[src/rtl/pwm_ramp_pkg.sv]
// Shared types and arithmetic for the pwm ramp sequencer: FSM states, per-channel record, ramp step.
// WL_W is the wave-length/pulse-width width; the sequencer's WAVE_LEN_WIDTH must equal it.
package pwm_ramp_pkg;

  localparam int WL_W = 11;

  typedef enum logic [1:0] {
    IDLE  = 2'd0,
    APPLY = 2'd1,
    SCAN  = 2'd2,
    DRAIN = 2'd3
  } state_t;

  typedef struct packed {
    logic [WL_W-1:0] wl;
    logic [WL_W-1:0] cur;
    logic [WL_W-1:0] tgt;
    logic [WL_W-1:0] step;
  } ch_rec_t;

  function automatic logic [WL_W-1:0] wl_min(input logic [WL_W-1:0] a, input logic [WL_W-1:0] b);
    return (a < b) ? a : b;
  endfunction

  // One ramp step toward tgt; the extra sum bit keeps an overshoot from wrapping below tgt.
  function automatic logic [WL_W-1:0] ramp_step(input logic [WL_W-1:0] cur,
                                                input logic [WL_W-1:0] tgt,
                                                input logic [WL_W-1:0] step);
    logic [WL_W:0]   sum;
    logic [WL_W-1:0] diff;
    logic [WL_W-1:0] res;
    sum  = {1'b0, cur} + {1'b0, step};
    diff = cur - tgt;
    res  = cur;
    if (cur < tgt) begin
      res = (sum >= {1'b0, tgt}) ? tgt : sum[WL_W-1:0];
    end else if (cur > tgt) begin
      res = (diff <= step) ? tgt : (cur - step);
    end
    return res;
  endfunction

endpackage

[src/rtl/pwm_ramp_tick.sv]
// Ramp tick divider: free-running counter that raises a pending flag once per TICK_DIV cycles.
// A wrap while the flag is still set is dropped; a wrap coinciding with clr keeps the new tick.
module pwm_ramp_tick #(
  parameter int TICK_DIV = 1024
) (
  input  logic clk,
  input  logic reset,
  input  logic clr,
  output logic pending
);

  localparam int CNT_W = (TICK_DIV > 1) ? $clog2(TICK_DIV) : 1;
  localparam logic [CNT_W-1:0] LAST = CNT_W'(TICK_DIV - 1);

  logic [CNT_W-1:0] cnt_q;
  logic             wrap;

  assign wrap = (cnt_q == LAST);

  always_ff @(posedge clk or posedge reset) begin
    if (reset) begin
      cnt_q   <= '0;
      pending <= 1'b0;
    end else begin
      cnt_q <= wrap ? '0 : cnt_q + 1'b1;
      if (wrap) begin
        pending <= 1'b1;
      end else if (clr) begin
        pending <= 1'b0;
      end
    end
  end

endmodule

[src/rtl/pwm_ramp_sequencer.sv]
// Time-multiplexed pulse-width ramp controller for a bank of NUM_CH pwm instances.
// Optional sticky per-channel done status with done_clr when PWM_RAMP_DONE_STATUS_EN is defined.
//
// state | meaning
// IDLE  | waiting; accepts a command (priority) or starts a scan on a pending tick
// APPLY | accepted command's new values on outputs with its update strobe (or cmd_err)
// SCAN  | steps one channel per cycle, index 0..NUM_CH-1
// DRAIN | presents the last scanned channel's strobe before returning to IDLE
module pwm_ramp_sequencer
  import pwm_ramp_pkg::*;
#(
  parameter int NUM_CH         = 4,
  parameter int WAVE_LEN_WIDTH = WL_W,
  parameter int TICK_DIV       = 1024,
  parameter int CH_WIDTH       = (NUM_CH > 1) ? $clog2(NUM_CH) : 1
) (
  input  logic                               clk,
  input  logic                               reset,
  input  logic                               cmd_valid,
  output logic                               cmd_ready,
  input  logic [CH_WIDTH-1:0]                cmd_ch,
  input  logic [WAVE_LEN_WIDTH-1:0]          cmd_wave_length,
  input  logic [WAVE_LEN_WIDTH-1:0]          cmd_target,
  input  logic [WAVE_LEN_WIDTH-1:0]          cmd_step,
  output logic                               cmd_err,
  output logic [NUM_CH-1:0]                  pwm_update,
  output logic [NUM_CH*WAVE_LEN_WIDTH-1:0]   pwm_wave_length,
  output logic [NUM_CH*WAVE_LEN_WIDTH-1:0]   pwm_pulse_width,
`ifdef PWM_RAMP_DONE_STATUS_EN
  output logic [NUM_CH-1:0]                  done,
  input  logic [NUM_CH-1:0]                  done_clr,
`endif
  output logic [NUM_CH-1:0]                  busy
);

  localparam logic [CH_WIDTH:0]   NUM_CH_L = (CH_WIDTH + 1)'(NUM_CH);
  localparam logic [CH_WIDTH-1:0] LAST_CH  = CH_WIDTH'(NUM_CH - 1);

  state_t              state_q, state_d;
  logic [CH_WIDTH-1:0] scan_idx_q;
  logic                scan_start;
  logic                tick_pending;
  logic                cmd_ok;
  logic [WL_W-1:0]     eff_tgt;
  logic [WL_W-1:0]     nxt_cur;
  ch_rec_t             ch_q [NUM_CH];
  ch_rec_t             ch_d [NUM_CH];
  logic [NUM_CH-1:0]   upd_d;
  logic                err_d;
`ifdef PWM_RAMP_DONE_STATUS_EN
  logic [NUM_CH-1:0]   done_set;
`endif

  pwm_ramp_tick #(.TICK_DIV(TICK_DIV)) u_tick (
    .clk     (clk),
    .reset   (reset),
    .clr     (scan_start),
    .pending (tick_pending)
  );

  assign cmd_ok  = (cmd_wave_length != '0) && ({1'b0, cmd_ch} < NUM_CH_L);
  assign eff_tgt = wl_min(cmd_target, cmd_wave_length);

  always_ff @(posedge clk or posedge reset) begin
    if (reset) begin
      state_q <= IDLE;
    end else begin
      state_q <= state_d;
    end
  end

  always_comb begin
    state_d    = state_q;
    cmd_ready  = 1'b0;
    scan_start = 1'b0;
    case (state_q)
      IDLE: begin
        cmd_ready = 1'b1;
        if (cmd_valid) begin
          state_d = APPLY;
        end else if (tick_pending) begin
          state_d    = SCAN;
          scan_start = 1'b1;
        end
      end
      APPLY:   state_d = IDLE;
      SCAN:    if (scan_idx_q == LAST_CH) state_d = DRAIN;
      DRAIN:   state_d = IDLE;
      default: state_d = IDLE;
    endcase
  end

  // Channel registers change at the accept/scan edge so the strobe cycle already shows the new values.
  always_comb begin
    ch_d    = ch_q;
    upd_d   = '0;
    err_d   = 1'b0;
    nxt_cur = '0;
`ifdef PWM_RAMP_DONE_STATUS_EN
    done_set = '0;
`endif
    if (state_q == IDLE && cmd_valid) begin
      if (!cmd_ok) begin
        err_d = 1'b1;
      end else begin
        for (int i = 0; i < NUM_CH; i++) begin
          if (cmd_ch == CH_WIDTH'(i)) begin
            ch_d[i].wl   = cmd_wave_length;
            ch_d[i].tgt  = eff_tgt;
            ch_d[i].step = cmd_step;
            ch_d[i].cur  = (cmd_step == '0) ? eff_tgt : wl_min(ch_q[i].cur, cmd_wave_length);
            upd_d[i]     = 1'b1;
`ifdef PWM_RAMP_DONE_STATUS_EN
            done_set[i]  = (cmd_step == '0);
`endif
          end
        end
      end
    end else if (state_q == SCAN) begin
      for (int i = 0; i < NUM_CH; i++) begin
        if (scan_idx_q == CH_WIDTH'(i)) begin
          nxt_cur = ramp_step(ch_q[i].cur, ch_q[i].tgt, ch_q[i].step);
          if (nxt_cur != ch_q[i].cur) begin
            ch_d[i].cur = nxt_cur;
            upd_d[i]    = 1'b1;
`ifdef PWM_RAMP_DONE_STATUS_EN
            done_set[i] = (nxt_cur == ch_q[i].tgt);
`endif
          end
        end
      end
    end
  end

  always_ff @(posedge clk or posedge reset) begin
    if (reset) begin
      for (int i = 0; i < NUM_CH; i++) begin
        ch_q[i] <= '0;
      end
      pwm_update <= '0;
      cmd_err    <= 1'b0;
      scan_idx_q <= '0;
    end else begin
      for (int i = 0; i < NUM_CH; i++) begin
        ch_q[i] <= ch_d[i];
      end
      pwm_update <= upd_d;
      cmd_err    <= err_d;
      if (scan_start) begin
        scan_idx_q <= '0;
      end else if (state_q == SCAN) begin
        scan_idx_q <= scan_idx_q + 1'b1;
      end
    end
  end

`ifdef PWM_RAMP_DONE_STATUS_EN
  always_ff @(posedge clk or posedge reset) begin
    if (reset) begin
      done <= '0;
    end else begin
      done <= (done & ~done_clr) | done_set;
    end
  end
`endif

  always_comb begin
    pwm_wave_length = '0;
    pwm_pulse_width = '0;
    busy            = '0;
    for (int i = 0; i < NUM_CH; i++) begin
      pwm_wave_length[i*WAVE_LEN_WIDTH +: WAVE_LEN_WIDTH] = ch_q[i].wl;
      pwm_pulse_width[i*WAVE_LEN_WIDTH +: WAVE_LEN_WIDTH] = ch_q[i].cur;
      busy[i] = (ch_q[i].cur != ch_q[i].tgt);
    end
  end

endmodule

[config.mk]
export PLATFORM = sky130hd
export DESIGN_NAME = pwm_ramp_sequencer
export DESIGN_NICKNAME = d
export VERILOG_FILES = /design/src/rtl/pwm_ramp_pkg.sv /design/src/rtl/pwm_ramp_tick.sv /design/src/rtl/pwm_ramp_sequencer.sv
export SDC_FILE = /design/constraint.sdc
export NUM_CORES = 1
export LEC_CHECK = 0
export BUFFER_PORTS_ARGS = -buffer_cell sky130_fd_sc_hd__buf_2
export CAP_MARGIN = 10
export CORE_MARGIN = 1.5
export CORE_UTILIZATION = 62
export CTS_CLUSTER_DIAMETER = 120
export CTS_CLUSTER_SIZE = 40
export DETAILED_ROUTE_END_ITERATION = 10
export PLACE_DENSITY = 0.83
export RECOVER_POWER = 50
export SLEW_MARGIN = 20
export SYNTH_ARGS = -nofsm -noshare
export SYNTH_HDL_FRONTEND = slang
export SYNTH_SLANG_ARGS = --single-unit
[constraint.sdc]
create_clock -name clk -period 7.6 [get_ports clk]
set_input_delay 0.76 -clock clk [delete_from_list [all_inputs] [get_ports clk]]
set_output_delay 0.76 -clock clk [all_outputs]
set_load 0.005 [all_outputs]
==> metrics.md, run 1 <==
| Metric | Value |
|---|---|
| Status | `finished, violations left` |
| Failing checks | `max-capacitance violations, max-slew violations` |
| Gpl congestion | `0.985` |
| Synth Flop Type | `dfrtp_1` |
| Slew margin rel. | `-2.22` |
| CTS resizes | `0` |
| Total setup buffers inserted after CTS | `0` |
| Htree depth | `4` |
| Yosys warning total | `0` |
| CP arrival | `7.24 ns` |
| CP startpoint | `pwm_pulse_width[23]$_DFFE_PP0P_` |
| CTS Hold Bufs | `0` |
| Max-cap violation count | `2` |
| Final Hold Vio Count | `0` |
| Max-slew violations | `138` |
| Initial antenna violation count | `9` |
| WL per Instance | `23.9 µm` |
| Hold WC Path Type | `register to register` |
| Unrepaired setup endpoints after global routing | `no` |
| Worst Tran Pin Value | `4.83 ns` |
| Core area | `0.0345 mm²` |
| Iteration-0 DRC Markers | `2044` |
| DR pass1 iterations | `7` |
| Root Driver | `clkbuf_16` |
| Die area | `0.0362 mm²` |
| Drt via density | `6.66` |
| Synth unique cells | `90` |
| Vias | `21000` |
| Peak Freq | `144 MHz` |
| Fraction of layout cells with a size suffix above 1 | `0.0849` |
| Number of global-route vias before repair | `19900` |
| Syn_area_per_cell | `8.04 µm²` |
| GR Overflow Total | `0` |
| Fin crit period | `6.94 ns` |
| Final setup TNS | `0 ns` |
| Clock transition at path regs | `0.08 ns` |
| Worst path cell trace | `clkbuf_1 > inv_1 > fa_1 > o21bai_1 > a211oi_1 > o31ai_1 > nor4_1 > a211oi_1 > ha_1 > o2111ai_1 > a31oi_1 > nor2_1 > buf_4 > or4_1 > o211ai_1 > a21boi_0 > o211ai_1 > nor4_2 > a221oi_1` |
| Mapped Area | `0.0217 mm²` |
| Die Span X | `190 µm` |
| Final worst setup slack | `0.664 ns` |
| Clock Skews | `0.0205 ns` |
| Core Util, Final | `0.654` |
| #FFs+latches synth | `196` |
| IO Pins | `136` |
| Row count | `68` |
| Worst path max stage delay | `0.62 ns` |
| Maximum fanout along the worst path | `16` |
| Clk_lat worst skew | `0.47 ns` |
| Slowest-stage cell, CP | `clkbuf_1` |
| Hold Startpoint | `u_tick.cnt_q[0]$_DFF_PP0_` |
| Reg2reg start | `pwm_pulse_width[23]$_DFFE_PP0P_` |
| First-pass GRT wire length | `114000 µm` |
| ANT nets after route | `0` |
| Sequential-to-total area share from yosys stat | `0.226` |
| Final routed DRC violation total | `0` |
| CP Class | `register to register` |
| Nets | `2993` |
| CTS Sinks | `196` |
| Syn nets | `3023` |
| DP Worst Slack | `0.890 ns` |
| Die Y | `190 µm` |
| Final period util | `0.913` |
| Critical Path RT | `7.90 ns` |
| Final HPWL DP | `56500 µm` |
| Mapped Cells | `2702` |
| CTS tree | `done` |
| Finish-stage setup viols | `0` |
| Synthesis-to-layout area growth | `4.00%` |
| Ys async rst share | `1.00` |
| CTS buffer count | `17` |
| Crit. End Element | `register` |
| Startpoint types | `register` |
| # port buffers | `135` |
| GRT Overall Usage | `0.411` |
| Initial Util | `0.629` |
| EDFF count, synth | `0` |
| Largest net degree at the start of global routing | `136` |
| Post-Route WL | `75200 µm` |
| CTS max path bufs | `2` |
==> logic make-up (layout without fill, tap and decap cells) <==
group                      Yosys count  after routing  synth area share
buffers and inverters              400            382            0.0850
xor gates and xnor gates           133            133            0.0568
muxes                               78             78            0.0396
and+or+nand+nor                    736            736             0.163
adders and majority gates          283            283             0.167
AOI/OAI and AO/OA                  876            876             0.263
DFF                                196            196             0.226
other                                0             12                 0
==> worst paths after layout <==
path	end	slack [ns]	depth (start not counted)
max	pwm_pulse_width[26]$_DFFE_PP0P_	0.66	19
min	u_tick.cnt_q[0]$_DFF_PP0_	0.48	1
max reg2reg	pwm_pulse_width[26]$_DFFE_PP0P_	0.66	19
min reg2reg	u_tick.cnt_q[0]$_DFF_PP0_	0.48	1
max in group asynchronous	ch_q[52]$_DFFE_PP0P_	1.27	3
min in group asynchronous	ch_q[132]$_DFFE_PP0P_	0.73	2
==> synth_stat cells (7+ instances only) <==
cell type,instances,area share
ha_1,271,0.16
nand2_1,245,0.042
o21ai_0,231,0.053
dfrtp_1,196,0.23
inv_1,192,0.033
a21oi_1,186,0.043
nor2_1,171,0.030
clkbuf_1,99,0.017
buf_4,88,0.030
xnor2_1,87,0.035
nor3_1,56,0.013
nand3_1,54,0.012
a31oi_1,45,0.013
a211oi_1,44,0.015
a21o_1,41,0.014
o211ai_1,41,0.014
xor2_1,41,0.017
o22ai_1,39,0.011
mux2i_1,36,0.017
mux2_2,35,0.018
or3_1,33,0.0095
nand4_1,31,0.0089
o21bai_1,30,0.010
nand2b_1,28,0.0081
o21a_1,28,0.0097
nor2b_1,24,0.0069
o31ai_1,21,0.0073
buf_1,14,0.0024
nor4_1,14,0.0040
o2111ai_1,14,0.0056
a211o_1,13,0.0052
a221oi_1,13,0.0052
and3_1,13,0.0037
o221ai_1,13,0.0052
and2_1,12,0.0035
fa_1,12,0.011
o22a_1,12,0.0048
nor3b_1,9,0.0031
or2_2,9,0.0026
a21boi_0,8,0.0028
a31o_2,8,0.0032
o31a_1,8,0.0032
a2111oi_0,7,0.0028
mux2_4,7,0.0048
o211a_1,7,0.0032
==> worst max-delay path, delay by kind of cell, from the launching register on <==
family / cells / cell delay (ns)
DFF: 1 / 0.44
and+or+nand+nor: 4 / 1.39
buffers and inverters: 3 / 1.20
adders and majority gates: 2 / 0.75
AOI/OAI and AO/OA: 10 / 2.97
==> state kept, by name, indices dropped and copies added, names as in the netlist <==
name / count
state_q: 2
scan_idx_q: 2
ch_q: 88
u_tick.cnt_q: 10
pwm_wave_length: 44
u_tick.pending: 1
cmd_err: 1
pwm_update: 4
pwm_pulse_width: 44
==> layout by cell type (no fill, tap or decap), drive strengths merged, types with 33 or more instances in the layout <==
master,instances
a211oi,45
a21o,41
a21oi,187
a31oi,45
buf,113
clkbuf,65
dfrtp,196
ha,271
inv,197
mux2,42
mux2i,36
nand2,245
nand3,54
nor2,171
nor3,58
o211ai,41
o21ai,234
o22ai,39
or3,33
xnor2,87
xor2,41
==> through the flow <==
stage | cells | cell area [µm²] | hold WS [ns]
after global placement | 3107 | 22000 | 0.438
after CTS | 3138 | 22600 | 0.481
after global routing | 3142 | 22600 | 0.503
after detailed placement | 3107 | 22000 | 0.465
after floorplan | 2702 | 21700 | 0.424
final | 3151 | 22600 | 0.476
==> area by class of cell <==
cell class	instances	area [µm²]
well taps	455	569
repair buffers	159	790
fillers	2993	12000
flip-flops and latches	196	4900
clock inverters	11	110
diodes	12	30.0
clock buffers	20	467
inverters	192	722
multi-input cells	2106	15000
==> routing by layer <==
layer  global-route usage  routed length (µm)  vias up
met2                0.640               33000     1016
li1                     -                   -     9728
met5                    0                  32        -
met4                0.224                4080        4
met1                0.542               31400    10000
met3               0.0719                6650      242
Power of run 1 is left out: the tool's default activity adds up to more than one toggle a clock period on the data nets, which glitch-free logic cannot reach.
==> inputs of run 2 (changes only) <==
- REMOVE_ABC_BUFFERS: default -> 1
==> run 2 against run 1 <==
The run still ends with max-capacitance violations, max-slew violations left. Critical endpoint unchanged. Critical path depth increased by 5. Setup slack improved by 0.11 ns. Die area is the same. Count of clock-buffer cells in the layout down 2. Fmax up 1.6%. Via count rose by 0.72%. Sequential cell count unchanged. Clock skew grew 0.00093 ns. Final area increased by 0.11%. Wire length shrank 3.3%. Non-clock buffer count rose by 2. Utilization increased by 0.069 points. Largest cell class unchanged.
==> metrics.md, run 2 (synthesis results as in run 1) <==
| Metric | Value |
|---|---|
| Status | `finished, violations left (unchanged)` |
| Failing checks | `max-capacitance violations, max-slew violations (unchanged)` |
| Worst hold endpoint | `u_tick.cnt_q[0]$_DFF_PP0_ (unchanged)` |
| Core Util, Final | `0.654 (about the same)` |
| Most common cell after layout, fill and taps aside | `ha_1 (unchanged)` |
| Final period util | `0.898 (was 0.913)` |
| Slew margin rel. | `-2.52 (was -2.22)` |
| Clock Skews | `0.0214 ns (was 0.0205 ns)` |
| Max reg flops | `88 (unchanged)` |
| Final routed DRC violation total | `0 (unchanged)` |
| Peak Freq | `147 MHz (was 144 MHz)` |
| Number of global-route vias before repair | `19900 (about the same)` |
| Worst path max stage delay | `0.81 ns (was 0.62 ns)` |
| Buffers plus inverters on the worst setup path | `2 (was 3)` |
| Top Family by Delay on Critical Path | `compound AO/OA/AOI/OAI gates (unchanged)` |
| Top reg by flops | `ch_q (unchanged)` |
| Die Span X | `190 µm (unchanged)` |
| CTS buffer count | `17 (unchanged)` |
| CTS Sinks | `196 (unchanged)` |
| Setup slack, reg-to-reg | `0.77 ns (was 0.66 ns)` |
| Initial antenna violation count | `7 (was 9)` |
| Hold Startpoint | `u_tick.cnt_q[0]$_DFF_PP0_ (unchanged)` |
| Gpl congestion | `1.01 (was 0.985)` |
| Max-cap violation count | `2 (unchanged)` |
| Synthesis-to-layout area growth | `4.11% (was 4.00%)` |
| Unrepaired setup endpoints after global routing | `no (unchanged)` |
| Htree depth | `4 (unchanged)` |
| Post-Route WL | `72700 µm (was 75200 µm)` |
| Worst hold slack | `0.469 ns (was 0.476 ns)` |
| DR pass1 iterations | `6 (was 7)` |
| Maximum fanout along the worst path | `10 (was 16)` |
| Slowest-stage cell, CP | `a2111oi_0 (was clkbuf_1)` |
| CP Class | `register to register (unchanged)` |
| Total setup buffers inserted after CTS | `0 (unchanged)` |
| Finish-stage setup viols | `0 (unchanged)` |
| Hold WC Path Type | `register to register (unchanged)` |
| Crit path top cell by count | `a21oi_1` |
| Crit. End Element | `register (unchanged)` |
| Die area | `0.0362 mm² (unchanged)` |
| Hold path cells | `1 (unchanged)` |
| Fin crit period | `6.83 ns (was 6.94 ns)` |
| Root Driver | `clkbuf_16 (unchanged)` |
| First-pass GRT wire length | `110000 µm (was 114000 µm)` |
| Reg2reg path depth | `24 (was 19)` |
| Final setup TNS | `0 ns (unchanged)` |
| ANT nets after route | `0 (unchanged)` |
| Largest net degree at the start of global routing | `133 (was 136)` |
| GR Overflow Total | `0 (unchanged)` |
| Max-slew violations | `199 (was 138)` |
| Final Hold Vio Count | `0 (unchanged)` |
| CP arrival | `7.11 ns (was 7.24 ns)` |
| Core area | `0.0345 mm² (unchanged)` |
| WL per Instance | `23.1 µm (was 23.9 µm)` |
| Critical Path RT | `7.89 ns (was 7.90 ns)` |
| CTS max path bufs | `2 (unchanged)` |
| Initial Util | `0.629 (unchanged)` |
| Iteration-0 DRC Markers | `2216 (was 2044)` |
| Final worst setup slack | `0.775 ns (was 0.664 ns)` |
| Most frequent cells in the layout | `271 x ha_1, 244 x nand2_1, 230 x o21ai_0 (unchanged)` |
| # port buffers | `135 (unchanged)` |
| Startpoint types | `register (unchanged)` |
| Final HPWL DP | `55100 µm (was 56500 µm)` |
| Fraction of layout cells with a size suffix above 1 | `0.0860 (was 0.0849)` |
| Reg-to-reg critical path endpoint | `pwm_pulse_width[26]$_DFFE_PP0P_ (unchanged)` |
| Vias | `21100 (was 21000)` |
| GRT Overall Usage | `0.396 (was 0.411)` |
| Die Y | `190 µm (unchanged)` |
| IO Pins | `136 (unchanged)` |
| Clock transition at path regs | `0.08 ns (about the same)` |
| Row count | `68 (unchanged)` |
| Reg2reg start | `pwm_pulse_width[22]$_DFFE_PP0P_ (was pwm_pulse_width[23]$_DFFE_PP0P_)` |
| CTS resizes | `0 (unchanged)` |
| Drt via density | `6.72 (was 6.66)` |
| Worst Tran Pin Value | `5.28 ns (was 4.83 ns)` |
| Clk_lat worst skew | `0.48 ns (was 0.47 ns)` |
| DP Worst Slack | `0.973 ns (was 0.890 ns)` |
| CTS Hold Bufs | `0 (unchanged)` |
| Nets | `2995 (was 2993)` |
| Worst path cell trace | `inv_1 > ha_1 > inv_1 > fa_1 > a21o_1 > a21oi_1 > o21bai_1 > a21oi_1 > o21bai_1 > a21oi_1 > o21bai_1 > a21oi_1 > xnor2_1 > ha_1 > a21oi_1 > o21a_1 > or4b_2 > nand4_1 > o21ai_0 > a2111oi_0 > nand2_1 > a211o_1 > nor4_2 > a221oi_1 (was clkbuf_1 > inv_1 > fa_1 > o21bai_1 > a211oi_1 > o31ai_1 > nor4_1 > a211oi_1 > ha_1 > o2111ai_1 > a31oi_1 > nor2_1 > buf_4 > or4_1 > o211ai_1 > a21boi_0 > o211ai_1 > nor4_2 > a221oi_1)` |
| CTS tree | `done (unchanged)` |
[run 2: changes by cell type in the layout (fill, tap and decap cells not counted), moves of 2 or more]
cell / delta
diode_2: -6
buf_2: +3
clkbuf_1: -3
buf_4: +2
bufinv_16: +2
clkbuf_8: -2
clkinv_4: -2
inv_6: +2
[run 2: layer usage]
| metal | vias to the layer above | global-route usage | routed length, µm |
|---|---|---|---|
| met5 | - | 0 | 0 |
| met1 | 10000 | 0.507 | 29700 |
| met4 | 0 | 0.261 | 4780 |
| met2 | 1126 | 0.606 | 31800 |
| met3 | 258 | 0.0777 | 6450 |
| li1 | 9717 | - | - |
[run 2: area by class of cell]
type                            instances  area (µm²)
Antenna cell                            6        15.0
Clock buffer                           18         439
Clock inverter                         14         181
Fill cell                            3076       11900
Inverter                              192         721
Multi-Input combinational cell       2106       15000
Sequential cell                       196        4900
Tap cell                              455         569
Timing Repair Buffer                  161         803
[run 2: worst max path at each step]
stage	start	endpoint	slack, ns	depth (start not counted)
floorplan	reset	ch_q[0]$_DFFE_PP0P_	1.50	1
CTS	pwm_pulse_width[22]$_DFFE_PP0P_	pwm_pulse_width[23]$_DFFE_PP0P_	0.96	24
detailed placement	pwm_pulse_width[22]$_DFFE_PP0P_	pwm_pulse_width[23]$_DFFE_PP0P_	0.97	24
finish	pwm_pulse_width[22]$_DFFE_PP0P_	pwm_pulse_width[26]$_DFFE_PP0P_	0.77	24
global route	pwm_pulse_width[22]$_DFFE_PP0P_	pwm_pulse_width[22]$_DFFE_PP0P_	0.35	24
global placement	pwm_pulse_width[11]$_DFFE_PP0P_	pwm_pulse_width[11]$_DFFE_PP0P_	1.12	25
[run 2: per-stage QoR]
step | cell area, µm² | instances
after detailed placement | 22000 | 3110
after global routing | 22600 | 3145
after floorplan | 20600 | 2494
after global placement | 22000 | 3110
final | 22600 | 3148
after CTS | 22700 | 3142
Power of run 2 is left out for the same reason.
